## src/rtl/control_pipe_if.sv

```systemverilog
// Fetch-to-EX control bundle: fetched instruction and flush request in,
// registered EX-stage control fields and the fetch stall out.
interface control_pipe_if #(
    parameter int NUM_GPIO_OUT = 1
);
    logic [31:0]             instr_F;
    logic                    branch_taken_EX;
    logic [3:0]              aluop_EX;
    logic                    alusrc_EX;
    logic [1:0]              regsel_EX;
    logic                    regwrite_EX;
    logic [NUM_GPIO_OUT-1:0] gpio_we_EX;
    logic                    is_branch_EX;
    logic [2:0]              funct3_EX;
    logic                    valid_EX;
    logic                    illegal_EX;
    logic                    stall_FETCH;

    modport master (
        output instr_F, branch_taken_EX,
        input  aluop_EX, alusrc_EX, regsel_EX, regwrite_EX,
        input  gpio_we_EX, is_branch_EX, funct3_EX,
        input  valid_EX, illegal_EX, stall_FETCH
    );

    modport slave (
        input  instr_F, branch_taken_EX,
        output aluop_EX, alusrc_EX, regsel_EX, regwrite_EX,
        output gpio_we_EX, is_branch_EX, funct3_EX,
        output valid_EX, illegal_EX, stall_FETCH
    );
endinterface

```

## src/rtl/control_pipe.sv

```systemverilog
// RV32 control decoder registering a control bundle into EX, with a
// multiply stall FSM, taken-branch bubble injection and GPIO CSR strobes.
// Ports: clk, rst (sync, active high), bus (slave: instr_F and
// branch_taken_EX in; *_EX control fields and stall_FETCH out).
module control_pipe #(
    parameter int          MUL_CYCLES   = 2,
    parameter int          NUM_GPIO_OUT = 1,
    parameter logic [11:0] CSR_IN_BASE  = 12'hf00,
    parameter logic [11:0] CSR_OUT_BASE = 12'hf02
) (
    input logic           clk,
    input logic           rst,
    control_pipe_if.slave bus
);
    localparam int CW = $clog2(MUL_CYCLES) + 1;

    localparam logic [6:0] OP_R    = 7'b0110011;
    localparam logic [6:0] OP_I    = 7'b0010011;
    localparam logic [6:0] OP_LUI  = 7'b0110111;
    localparam logic [6:0] OP_BR   = 7'b1100011;
    localparam logic [6:0] OP_JAL  = 7'b1101111;
    localparam logic [6:0] OP_JALR = 7'b1100111;
    localparam logic [6:0] OP_SYS  = 7'b1110011;

    typedef struct packed {
        logic [3:0]              aluop;
        logic                    alusrc;
        logic [1:0]              regsel;
        logic                    regwrite;
        logic [NUM_GPIO_OUT-1:0] gpio_we;
        logic                    is_branch;
        logic [2:0]              funct3;
        logic                    valid;
        logic                    illegal;
    } ctl_t;

    typedef enum logic {S_RUN, S_MUL} state_t;

    logic [6:0]  w_opc;
    logic [2:0]  w_f3;
    logic [6:0]  w_f7;
    logic [11:0] w_csr;
    logic [11:0] w_gidx;
    logic        w_ok;
    logic        w_mul;
    ctl_t        w_dec;
    ctl_t        w_ex_n;
    state_t      w_state_n;
    logic [CW-1:0] w_cnt_n;
    logic        w_stall;

    ctl_t          r_ex;
    state_t        r_state;
    logic [CW-1:0] r_cnt;

    assign w_opc  = bus.instr_F[6:0];
    assign w_f3   = bus.instr_F[14:12];
    assign w_f7   = bus.instr_F[31:25];
    assign w_csr  = bus.instr_F[31:20];
    // Unsigned 12-bit offset: addresses below the base wrap high and miss.
    assign w_gidx = w_csr - CSR_OUT_BASE;

    always_comb begin
        w_dec        = '0;
        w_dec.valid  = 1'b1;
        w_dec.funct3 = w_f3;
        w_ok         = 1'b1;
        w_mul        = 1'b0;
        unique case (1'b1)
            (w_opc == OP_R): begin
                w_dec.regsel   = 2'b10;
                w_dec.regwrite = 1'b1;
                case ({w_f7, w_f3})
                    {7'h00, 3'h0}: w_dec.aluop = 4'd3;
                    {7'h20, 3'h0}: w_dec.aluop = 4'd4;
                    {7'h00, 3'h1}: w_dec.aluop = 4'd8;
                    {7'h00, 3'h2}: w_dec.aluop = 4'd12;
                    {7'h00, 3'h3}: w_dec.aluop = 4'd13;
                    {7'h00, 3'h4}: w_dec.aluop = 4'd2;
                    {7'h00, 3'h5}: w_dec.aluop = 4'd9;
                    {7'h20, 3'h5}: w_dec.aluop = 4'd10;
                    {7'h00, 3'h6}: w_dec.aluop = 4'd1;
                    {7'h00, 3'h7}: w_dec.aluop = 4'd0;
                    {7'h01, 3'h0}: begin
                        w_dec.aluop = 4'd5;
                        w_mul       = 1'b1;
                    end
                    {7'h01, 3'h1}: begin
                        w_dec.aluop = 4'd6;
                        w_mul       = 1'b1;
                    end
                    {7'h01, 3'h3}: begin
                        w_dec.aluop = 4'd7;
                        w_mul       = 1'b1;
                    end
                    default: w_ok = 1'b0;
                endcase
            end
            (w_opc == OP_I): begin
                w_dec.alusrc   = 1'b1;
                w_dec.regsel   = 2'b10;
                w_dec.regwrite = 1'b1;
                case (w_f3)
                    3'h0: w_dec.aluop = 4'd3;
                    3'h2: w_dec.aluop = 4'd12;
                    3'h3: w_dec.aluop = 4'd13;
                    3'h4: w_dec.aluop = 4'd2;
                    3'h6: w_dec.aluop = 4'd1;
                    3'h7: w_dec.aluop = 4'd0;
                    3'h1: begin
                        w_dec.aluop = 4'd8;
                        w_ok        = (w_f7 == 7'h00);
                    end
                    default: begin
                        if (w_f7 == 7'h00)
                            w_dec.aluop = 4'd9;
                        else if (w_f7 == 7'h20)
                            w_dec.aluop = 4'd10;
                        else
                            w_ok = 1'b0;
                    end
                endcase
            end
            (w_opc == OP_LUI): begin
                w_dec.regsel   = 2'b01;
                w_dec.regwrite = 1'b1;
            end
            (w_opc == OP_BR): begin
                w_dec.is_branch = 1'b1;
                case (w_f3)
                    3'h0, 3'h1: w_dec.aluop = 4'd4;
                    3'h4, 3'h5: w_dec.aluop = 4'd12;
                    3'h6, 3'h7: w_dec.aluop = 4'd13;
                    default:    w_ok        = 1'b0;
                endcase
            end
            (w_opc == OP_JAL): begin
                w_dec.regsel   = 2'b11;
                w_dec.regwrite = 1'b1;
            end
            (w_opc == OP_JALR): begin
                w_dec.aluop    = 4'd3;
                w_dec.alusrc   = 1'b1;
                w_dec.regsel   = 2'b11;
                w_dec.regwrite = 1'b1;
                w_ok           = (w_f3 == 3'h0);
            end
            (w_opc == OP_SYS): begin
                if (w_f3 != 3'h1) begin
                    w_ok = 1'b0;
                end else if (w_csr == CSR_IN_BASE) begin
                    w_dec.regsel   = 2'b00;
                    w_dec.regwrite = 1'b1;
                end else begin
                    w_ok = 1'b0;
                    for (int i = 0; i < NUM_GPIO_OUT; i++) begin
                        if (w_gidx == 12'(i)) begin
                            w_dec.gpio_we[i] = 1'b1;
                            w_ok             = 1'b1;
                        end
                    end
                end
            end
            default: w_ok = 1'b0;
        endcase
        if (!w_ok) begin
            w_dec         = '0;
            w_dec.valid   = 1'b1;
            w_dec.illegal = 1'b1;
            w_dec.funct3  = w_f3;
            w_mul         = 1'b0;
        end
    end

    always_comb begin
        w_state_n = r_state;
        w_cnt_n   = r_cnt;
        w_ex_n    = r_ex;
        w_stall   = 1'b0;
        unique case (r_state)
            S_RUN: begin
                if (bus.branch_taken_EX) begin
                    w_ex_n = '0;
                end else begin
                    w_ex_n = w_dec;
                    if (w_mul && (MUL_CYCLES > 1)) begin
                        w_cnt_n   = CW'(MUL_CYCLES - 1);
                        w_state_n = S_MUL;
                    end
                end
            end
            S_MUL: begin
                w_stall = 1'b1;
                w_cnt_n = r_cnt - CW'(1);
                if (r_cnt == CW'(1))
                    w_state_n = S_RUN;
            end
            default: w_state_n = S_RUN;
        endcase
    end

    always_ff @(posedge clk) begin
        if (rst) begin
            r_state <= S_RUN;
            r_cnt   <= '0;
            r_ex    <= '0;
        end else begin
            r_state <= w_state_n;
            r_cnt   <= w_cnt_n;
            r_ex    <= w_ex_n;
        end
    end

    assign bus.aluop_EX     = r_ex.aluop;
    assign bus.alusrc_EX    = r_ex.alusrc;
    assign bus.regsel_EX    = r_ex.regsel;
    assign bus.regwrite_EX  = r_ex.regwrite;
    assign bus.gpio_we_EX   = r_ex.gpio_we;
    assign bus.is_branch_EX = r_ex.is_branch;
    assign bus.funct3_EX    = r_ex.funct3;
    assign bus.valid_EX     = r_ex.valid;
    assign bus.illegal_EX   = r_ex.illegal;
    assign bus.stall_FETCH  = w_stall;
endmodule
```

## src/flat_wrapper.sv

```systemverilog
// flat-port wrapper written by rule: the top's interface ports become plain ports
module control_pipe_flat 
#(
    parameter int          MUL_CYCLES   = 2,
    parameter int          NUM_GPIO_OUT = 1,
    parameter logic [11:0] CSR_IN_BASE  = 12'hf00,
    parameter logic [11:0] CSR_OUT_BASE = 12'hf02
)
  (clk, rst, bus_instr_F, bus_branch_taken_EX, bus_aluop_EX, bus_alusrc_EX, bus_regsel_EX, bus_regwrite_EX, bus_gpio_we_EX, bus_is_branch_EX, bus_funct3_EX, bus_valid_EX, bus_illegal_EX, bus_stall_FETCH);
  control_pipe_if #(.NUM_GPIO_OUT(NUM_GPIO_OUT)) bus_i ();
  input logic clk;
  input logic rst;
  input wire logic [$bits(bus_i.instr_F)-1:0] bus_instr_F;
  input wire logic [$bits(bus_i.branch_taken_EX)-1:0] bus_branch_taken_EX;
  output wire logic [$bits(bus_i.aluop_EX)-1:0] bus_aluop_EX;
  output wire logic [$bits(bus_i.alusrc_EX)-1:0] bus_alusrc_EX;
  output wire logic [$bits(bus_i.regsel_EX)-1:0] bus_regsel_EX;
  output wire logic [$bits(bus_i.regwrite_EX)-1:0] bus_regwrite_EX;
  output wire logic [$bits(bus_i.gpio_we_EX)-1:0] bus_gpio_we_EX;
  output wire logic [$bits(bus_i.is_branch_EX)-1:0] bus_is_branch_EX;
  output wire logic [$bits(bus_i.funct3_EX)-1:0] bus_funct3_EX;
  output wire logic [$bits(bus_i.valid_EX)-1:0] bus_valid_EX;
  output wire logic [$bits(bus_i.illegal_EX)-1:0] bus_illegal_EX;
  output wire logic [$bits(bus_i.stall_FETCH)-1:0] bus_stall_FETCH;
  assign bus_i.instr_F = bus_instr_F;
  assign bus_i.branch_taken_EX = bus_branch_taken_EX;
  assign bus_aluop_EX = bus_i.aluop_EX;
  assign bus_alusrc_EX = bus_i.alusrc_EX;
  assign bus_regsel_EX = bus_i.regsel_EX;
  assign bus_regwrite_EX = bus_i.regwrite_EX;
  assign bus_gpio_we_EX = bus_i.gpio_we_EX;
  assign bus_is_branch_EX = bus_i.is_branch_EX;
  assign bus_funct3_EX = bus_i.funct3_EX;
  assign bus_valid_EX = bus_i.valid_EX;
  assign bus_illegal_EX = bus_i.illegal_EX;
  assign bus_stall_FETCH = bus_i.stall_FETCH;
  control_pipe #(.MUL_CYCLES(MUL_CYCLES), .NUM_GPIO_OUT(NUM_GPIO_OUT), .CSR_IN_BASE(CSR_IN_BASE), .CSR_OUT_BASE(CSR_OUT_BASE)) u_core (.clk(clk), .rst(rst), .bus(bus_i));
endmodule
```

## config.mk

```make
export PLATFORM = sky130hd
export DESIGN_NAME = control_pipe_flat
export DESIGN_NICKNAME = d
export VERILOG_FILES = /design/src/rtl/control_pipe_if.sv /design/src/rtl/control_pipe.sv /design/src/flat_wrapper.sv
export SDC_FILE = /design/constraint.sdc
export NUM_CORES = 1
export LEC_CHECK = 0
export ABC_AREA = 1
export ABC_CLOCK_PERIOD_IN_PS = 1600
export BUFFER_PORTS_ARGS = -buffer_cell sky130_fd_sc_hd__buf_2
export CAP_MARGIN = 30
export CORE_ASPECT_RATIO = 2
export CORE_MARGIN = 2
export CORE_UTILIZATION = 35
export DETAILED_ROUTE_END_ITERATION = 8
export GPL_TIMING_DRIVEN = 0
export PLACE_DENSITY = 0.7
export SKIP_LAST_GASP = 1
export SLEW_MARGIN = 15
export SYNTH_ARGS = -nofsm -noshare
export SYNTH_HDL_FRONTEND = slang
export SYNTH_SLANG_ARGS = --single-unit
```

## constraint.sdc

```tcl
create_clock -name clk -period 1.6 [get_ports clk]
set_input_delay 0.4 -clock clk [delete_from_list [all_inputs] [get_ports clk]]
set_output_delay 0.4 -clock clk [all_outputs]
set_load 0.02 [all_outputs]
```

==> Word-level counts from Yosys, hierarchy flattened <==
Cells that the tools add are included.
{ "word_totals": {"register_bits": 18, "elab_cells": 97, "out_inout_bits": 16, "input_bits": 35} }
{ "op_classes": {"n_addsub": 2, "n_reduce_logical": 16, "eq_ne": 32, "bitwise_logic": 1, "muxes": 35} }
{ "ops": {"columns": ["op", "n"], "rows": [
  ["one-hot mux 4 bit (12 select lines)", 1],
  ["equality test 10 x 3 -> 1 bit (second input constant)", 4],
  ["equality test 10 x 4 -> 1 bit (second input constant)", 3],
  ["two-way mux 15 bit", 2],
  ["equality test 7 bit (second input constant)", 4],
  ["one-hot mux 4 bit (7 select lines)", 1],
  ["equality test 7 x 6 -> 1 bit (second input constant)", 3],
  ["equality test 10 x 2 -> 1 bit (second input constant)", 2],
  ["equality test 10 x 9 -> 1 bit (second input constant)", 2],
  ["two-way mux 1 bit", 19],
  ["one-hot mux 4 bit (4 select lines)", 1],
  ["OR reduction 2 bit", 7],
  ["OR reduction 13 bit", 1],
  ["equality test 12 bit (second input constant)", 1],
  ["equality test 3 bit (second input constant)", 4],
  ["logical NOT 12 bit", 1],
  ["two-way mux 4 bit", 3],
  ["one-hot mux 3 bit (4 select lines)", 1],
  ["one-hot mux 4 bit (3 select lines)", 1],
  ["OR reduction 6 bit", 2],
  ["subtractor 12 bit (second input constant)", 1],
  ["equality test 10 x 1 -> 1 bit (second input constant)", 1],
  ["logical NOT 10 bit", 1],
  ["equality test 7 x 5 -> 1 bit (second input constant)", 1],
  ["16 further kinds", 19]
]} }

==> Longest topological paths before layout <==
{ "depth": {"ltp_word": 10, "mapped_depth": 12, "mapped_depth_nobuf": 12} }

==> Worst setup path before layout <==
No wires, ideal clock.
{ "synth_path": {"path_kind": "input to register", "startpoint": "input bus_instr_F[21]", "endpoint": "register u_core.r_ex (netlist bit u_core.bus.regwrite_EX)", "required_ns": 1.534, "slack_ns": 0.052, "arrival_time_ns": 1.482, "n_path_buf": 0, "setup_time_ns": 0.066, "path_stages": 12, "cell_sequence": "inv_1 -> ha_1 -> nand2_1 -> nor2_1 -> nand2_1 -> nor2_1 -> nand2_1 -> a21oi_4 -> nor2_4 -> nand2_4 -> nand3_1 -> a21oi_2"} }
{ "synth_between": {"elab_chain_cells": 8, "elab_cells_between_ends": 12, "classes_between": "add/sub: 1; eq/ne: 1; mux: 9; reduce/logical: 1"} }
{ "synth_lines": {"columns": ["item", "line_no", "source"], "rows": [
  ["start, declared", "flat_wrapper.sv:13", "input wire logic [$bits(bus_i.instr_F)-1:0] bus_instr_F;"],
  ["subtractor 12 bit", "control_pipe.sv:61", "assign w_gidx = w_csr - CSR_OUT_BASE;"],
  ["logical NOT 12 bit", "control_pipe.sv:157", "if (w_gidx == 12'(i)) begin"],
  ["two-way mux 1 bit", "control_pipe.sv:157", null],
  ["two-way mux 1 bit", "control_pipe.sv:151", "end else if (w_csr == CSR_IN_BASE) begin"],
  ["two-way mux 1 bit", "control_pipe.sv:149", "if (w_f3 != 3'h1) begin"],
  ["one-hot mux 1 bit (6 select lines)", "control_pipe.sv:69", "unique case (1'b1)"],
  ["two-way mux 15 bit (*)", "control_pipe.sv:166", "if (!w_ok) begin"],
  ["two-way mux 15 bit (*)", "control_pipe.sv:182", "if (bus.branch_taken_EX) begin"],
  ["end signal, assigned", "control_pipe.sv:210", "r_ex <= w_ex_n;"],
  ["end, declared", "control_pipe.sv:52", "ctl_t r_ex;"]
]} }
Mark *: on every way between the ends. The rest lies on a longest branch, timed or not.
A chain may end at the register's enable or synchronous reset.

==> Worst setup path in the final report <==
{ "layout_path": {"startpoint": "input bus_instr_F[21]", "endpoint": "register u_core.r_ex (netlist bit u_core.bus.aluop_EX[1])"} }
{ "layout_between": {"elab_chain_cells": 8, "elab_cells_between_ends": 9, "classes_between": "add/sub: 1; eq/ne: 1; mux: 6; reduce/logical: 1"} }
{ "layout_lines": {"columns": ["item", "line_no"], "rows": [
  ["subtractor 12 bit", "control_pipe.sv:61"],
  ["logical NOT 12 bit", "control_pipe.sv:157"],
  ["two-way mux 1 bit", "control_pipe.sv:157"],
  ["two-way mux 1 bit (*)", "control_pipe.sv:151"],
  ["two-way mux 1 bit (*)", "control_pipe.sv:149"],
  ["one-hot mux 1 bit (6 select lines) (*)", "control_pipe.sv:69"],
  ["two-way mux 15 bit (*)", "control_pipe.sv:166"],
  ["two-way mux 15 bit (*)", "control_pipe.sv:182"]
]} }
Marked as above.

==> flow_metrics.env <==
export IMPL_clk_path_buf_depth=2
export IMPL_die_area_sq_um=4920
export IMPL_switching_share=0.269
export IMPL_clk_latency_ps=250
export IMPL_avgSynthCellArea_sq_um=5.81
export IMPL_root_buffer="clkbuf_8"
export IMPL_holdCritPathClass="in -> reg"
export IMPL_rows=34
export IMPL_drive_gt1_frac=0.291
export IMPL_fin_nets=344
export IMPL_grt_use_total=0.157
export IMPL_path_max_fanout=7
export IMPL_syn_inst=262
export IMPL_gr_total_overflow=0
export IMPL_drt_initial_drc_count=19
export IMPL_switchingPower_uw=276
export IMPL_outcome="completed"
export IMPL_ys_seq_area_frac=0.237
export IMPL_io_buffers=38
export IMPL_worst_setup_path_end_kind="register"
export IMPL_yosysMostFrequentCell="nand2_1"
export IMPL_viasPerCell=4.88
export IMPL_synth_cell_types=29
export IMPL_yosysTopAreaCell="dfxtp_1"
export IMPL_synth_edf_count=0
export IMPL_slew_headroom=0.748
export IMPL_numCtsBuffers=3
export IMPL_routed_wl_microns=3880
export IMPL_utilization=0.454
export IMPL_critPathLaunchType="primary input"
export IMPL_worstHoldPathCells=2
export IMPL_p_per_area_nw_per_um2=531
export IMPL_num_vias=1756
export IMPL_syn_area_sq_um=1520
export IMPL_syn2layout_area_growth_pct=27.0
export IMPL_setup_violations_final=0
export IMPL_arrival_ps=1730
export IMPL_peakVddDrop_uv=516
export IMPL_grt_max_degree=11
export IMPL_fin_worst_skew_ps=4.76
export IMPL_drc=0
export IMPL_ant_nets=0
export IMPL_max_cap_violations=0
export IMPL_p_int_uw=749
export IMPL_synth_top_cells_by_count="nand2_1, nor2_1, inv_1"
export IMPL_clock_sinks=18
export IMPL_h_tree_depth=1
export IMPL_ioPinCount=51
export IMPL_whs_ps=365
export IMPL_place_gp_congestion=0.913
export IMPL_seqPwrFrac=0.445
export IMPL_antenna_found_initial=0
export IMPL_cts_tree="done"
export IMPL_clk_pin_slew_worst_paths_ps=70
export IMPL_core_area_sq_um=4250
export IMPL_yosysWarnings=0
export IMPL_report_final_slew_viol_count=0
export IMPL_r2r_end="u_core.bus.aluop_EX[1]"
export IMPL_syn_nets=299
export IMPL_min_from="rst"
export IMPL_p_leak_nw=0.970
export IMPL_dp_hpwl_microns=3140
export IMPL_wl_per_cell_microns=10.8
export IMPL_grt_pass1_wl_microns=6320
export IMPL_grt_pass1_vias=1548
export IMPL_ff2ff_setup_slack_ps=240
export IMPL_clkPwrFrac=0.355
export IMPL_critPathKind="in -> reg"
export IMPL_finalCritPeriodShare=0.968
export IMPL_period_needed_ps=1550
export IMPL_ys_ff_latch=18
export IMPL_async_reset_ff_frac=0
export IMPL_r2r_start="u_core.r_state"
export IMPL_initial_core_util=0.358
export IMPL_min_to="u_core.bus.regwrite_EX"
export IMPL_synth_top_area_frac=0.237
export IMPL_synth_ff_type="dfxtp_1"
export IMPL_rsz0062_at_grt="true"
export IMPL_firstDrtPassIters=4
export IMPL_die_w_microns=50.6
export IMPL_cp_data_required_time_ps=1780
export IMPL_p_comb_frac=0.200
export IMPL_synth_area_leaders="dfxtp_1, nand2_1, nor2_1, nand3_1, inv_1"
export IMPL_fin_cells=360
export IMPL_die_h_microns=97.2
export IMPL_max_freq_mhz=646
export IMPL_antenna_cells=0
export IMPL_hold_viol=0
export IMPL_tightest_slew_ps=378
export IMPL_ff2ff_path_depth=5
export IMPL_place_inst=354
cells in the final DEF (no fill, tap or decap), drive strengths merged:
master and n:
a211oi 1, a21oi 21, a31oi 1, and2 1
buf 44, clkbuf 7, dfxtp 18, ha 2
inv 34, nand2 87, nand3 28, nand3b 1
nand4 4, nor2 47, nor3 6, o211ai 1
o21ai 3
how the worst max path moves through the flow:
| stage | start | to | slack (ps) | depth (start not counted) |
|---|---|---|---|---|
| 2_1_floorplan | bus_instr_F[21] | u_core.bus.regwrite_EX | 50 | 12 |
| 3_3_place_gp | bus_instr_F[12] | u_core.bus.regwrite_EX | -210 | 10 |
| 3_5_place_dp | bus_instr_F[30] | u_core.bus.regwrite_EX | -220 | 12 |
| 4_1_cts | bus_instr_F[30] | u_core.bus.regwrite_EX | 40 | 12 |
| 5_1_grt | bus_instr_F[21] | u_core.bus.regwrite_EX | -50 | 13 |
| 6_report | bus_instr_F[21] | u_core.bus.aluop_EX[1] | 50 | 13 |
worst max-delay path: stages:
cell	delay, ps
buf_8	80
inv_4	30
ha_4	250
nand2_2	50
nor2_2	80
nand2_1	60
nor2_1	130
nand2_2	90
a21oi_4	170
nor2_4	60
nand2_4	110
nand3_2	90
a21oi_2	150
kinds of logic (layout without fill, tap and decap cells):
kind of cell	after synthesis	count (layout)	share of synthesized area
AOI/OAI and AO/OA	27	27	0.105
adders and majority gates	2	2	0.0164
buffers and inverters	41	85	0.127
DFF	18	18	0.237
and+or+nand+nor	174	174	0.514
metrics by stage:
stage / power [mW] / setup WS (ps) / setup TNS, ps / area (sq um)
floorplan: 0.580 / 52.2 / 0 / 1520
global placement: 0.648 / -208 / -1300 / 1780
detailed placement: 0.651 / -221 / -1460 / 1780
CTS: 1.01 / 37.3 / 0 / 1830
global route: 1.07 / -45.8 / -119 / 1930
finish: 1.03 / 51.5 / 0 / 1930
power by group through the flow:
stage,clock network [mW],logic (mW),registers (mW)
floorplan,0,0.106,0.474
global placement,0,0.181,0.467
detailed placement,0,0.185,0.467
CTS,0.371,0.186,0.457
global route,0.380,0.228,0.457
finish,0.364,0.205,0.457
registers in the layout (all words and copies together) (netlist names):
register	count
u_core.r_state	1
u_core.bus.is_branch_EX	1
u_core.bus.illegal_EX	1
u_core.bus.regsel_EX	2
u_core.bus.funct3_EX	3
u_core.bus.aluop_EX	4
u_core.bus.valid_EX	1
u_core.r_cnt	2
u_core.bus.alusrc_EX	1
u_core.bus.regwrite_EX	1
u_core.bus.gpio_we_EX	1
what timing repair did:
| action | in CTS | in global routing |
|---|---|---|
| hold buffers | 0 | 0 |
| setup endpoints to repair | 0 | 8 |
| buffers inserted | 0 | 2 |
| resized for setup | 0 | 21 |
final cells by class:
type / instances / area [sq um]
Inverter: 34 / 130
Buffer: 7 / 66.3
Multi-Input combinational cell: 203 / 1030
Fill cell: 473 / 2320
Timing Repair Buffer: 40 / 221
Tap cell: 54 / 67.6
Clock buffer: 4 / 55.1
Sequential cell: 18 / 360
per-layer routing:
layer,GRT usage,vias up,part of all wire
li1,-,912,-
met1,0.194,786,0.43
met2,0.270,50,0.51
met3,0.0262,8,0.048
met4,0.0457,0,0.011
met5,0,-,0
No activity file was read; power rests on OpenSTA's default activity.
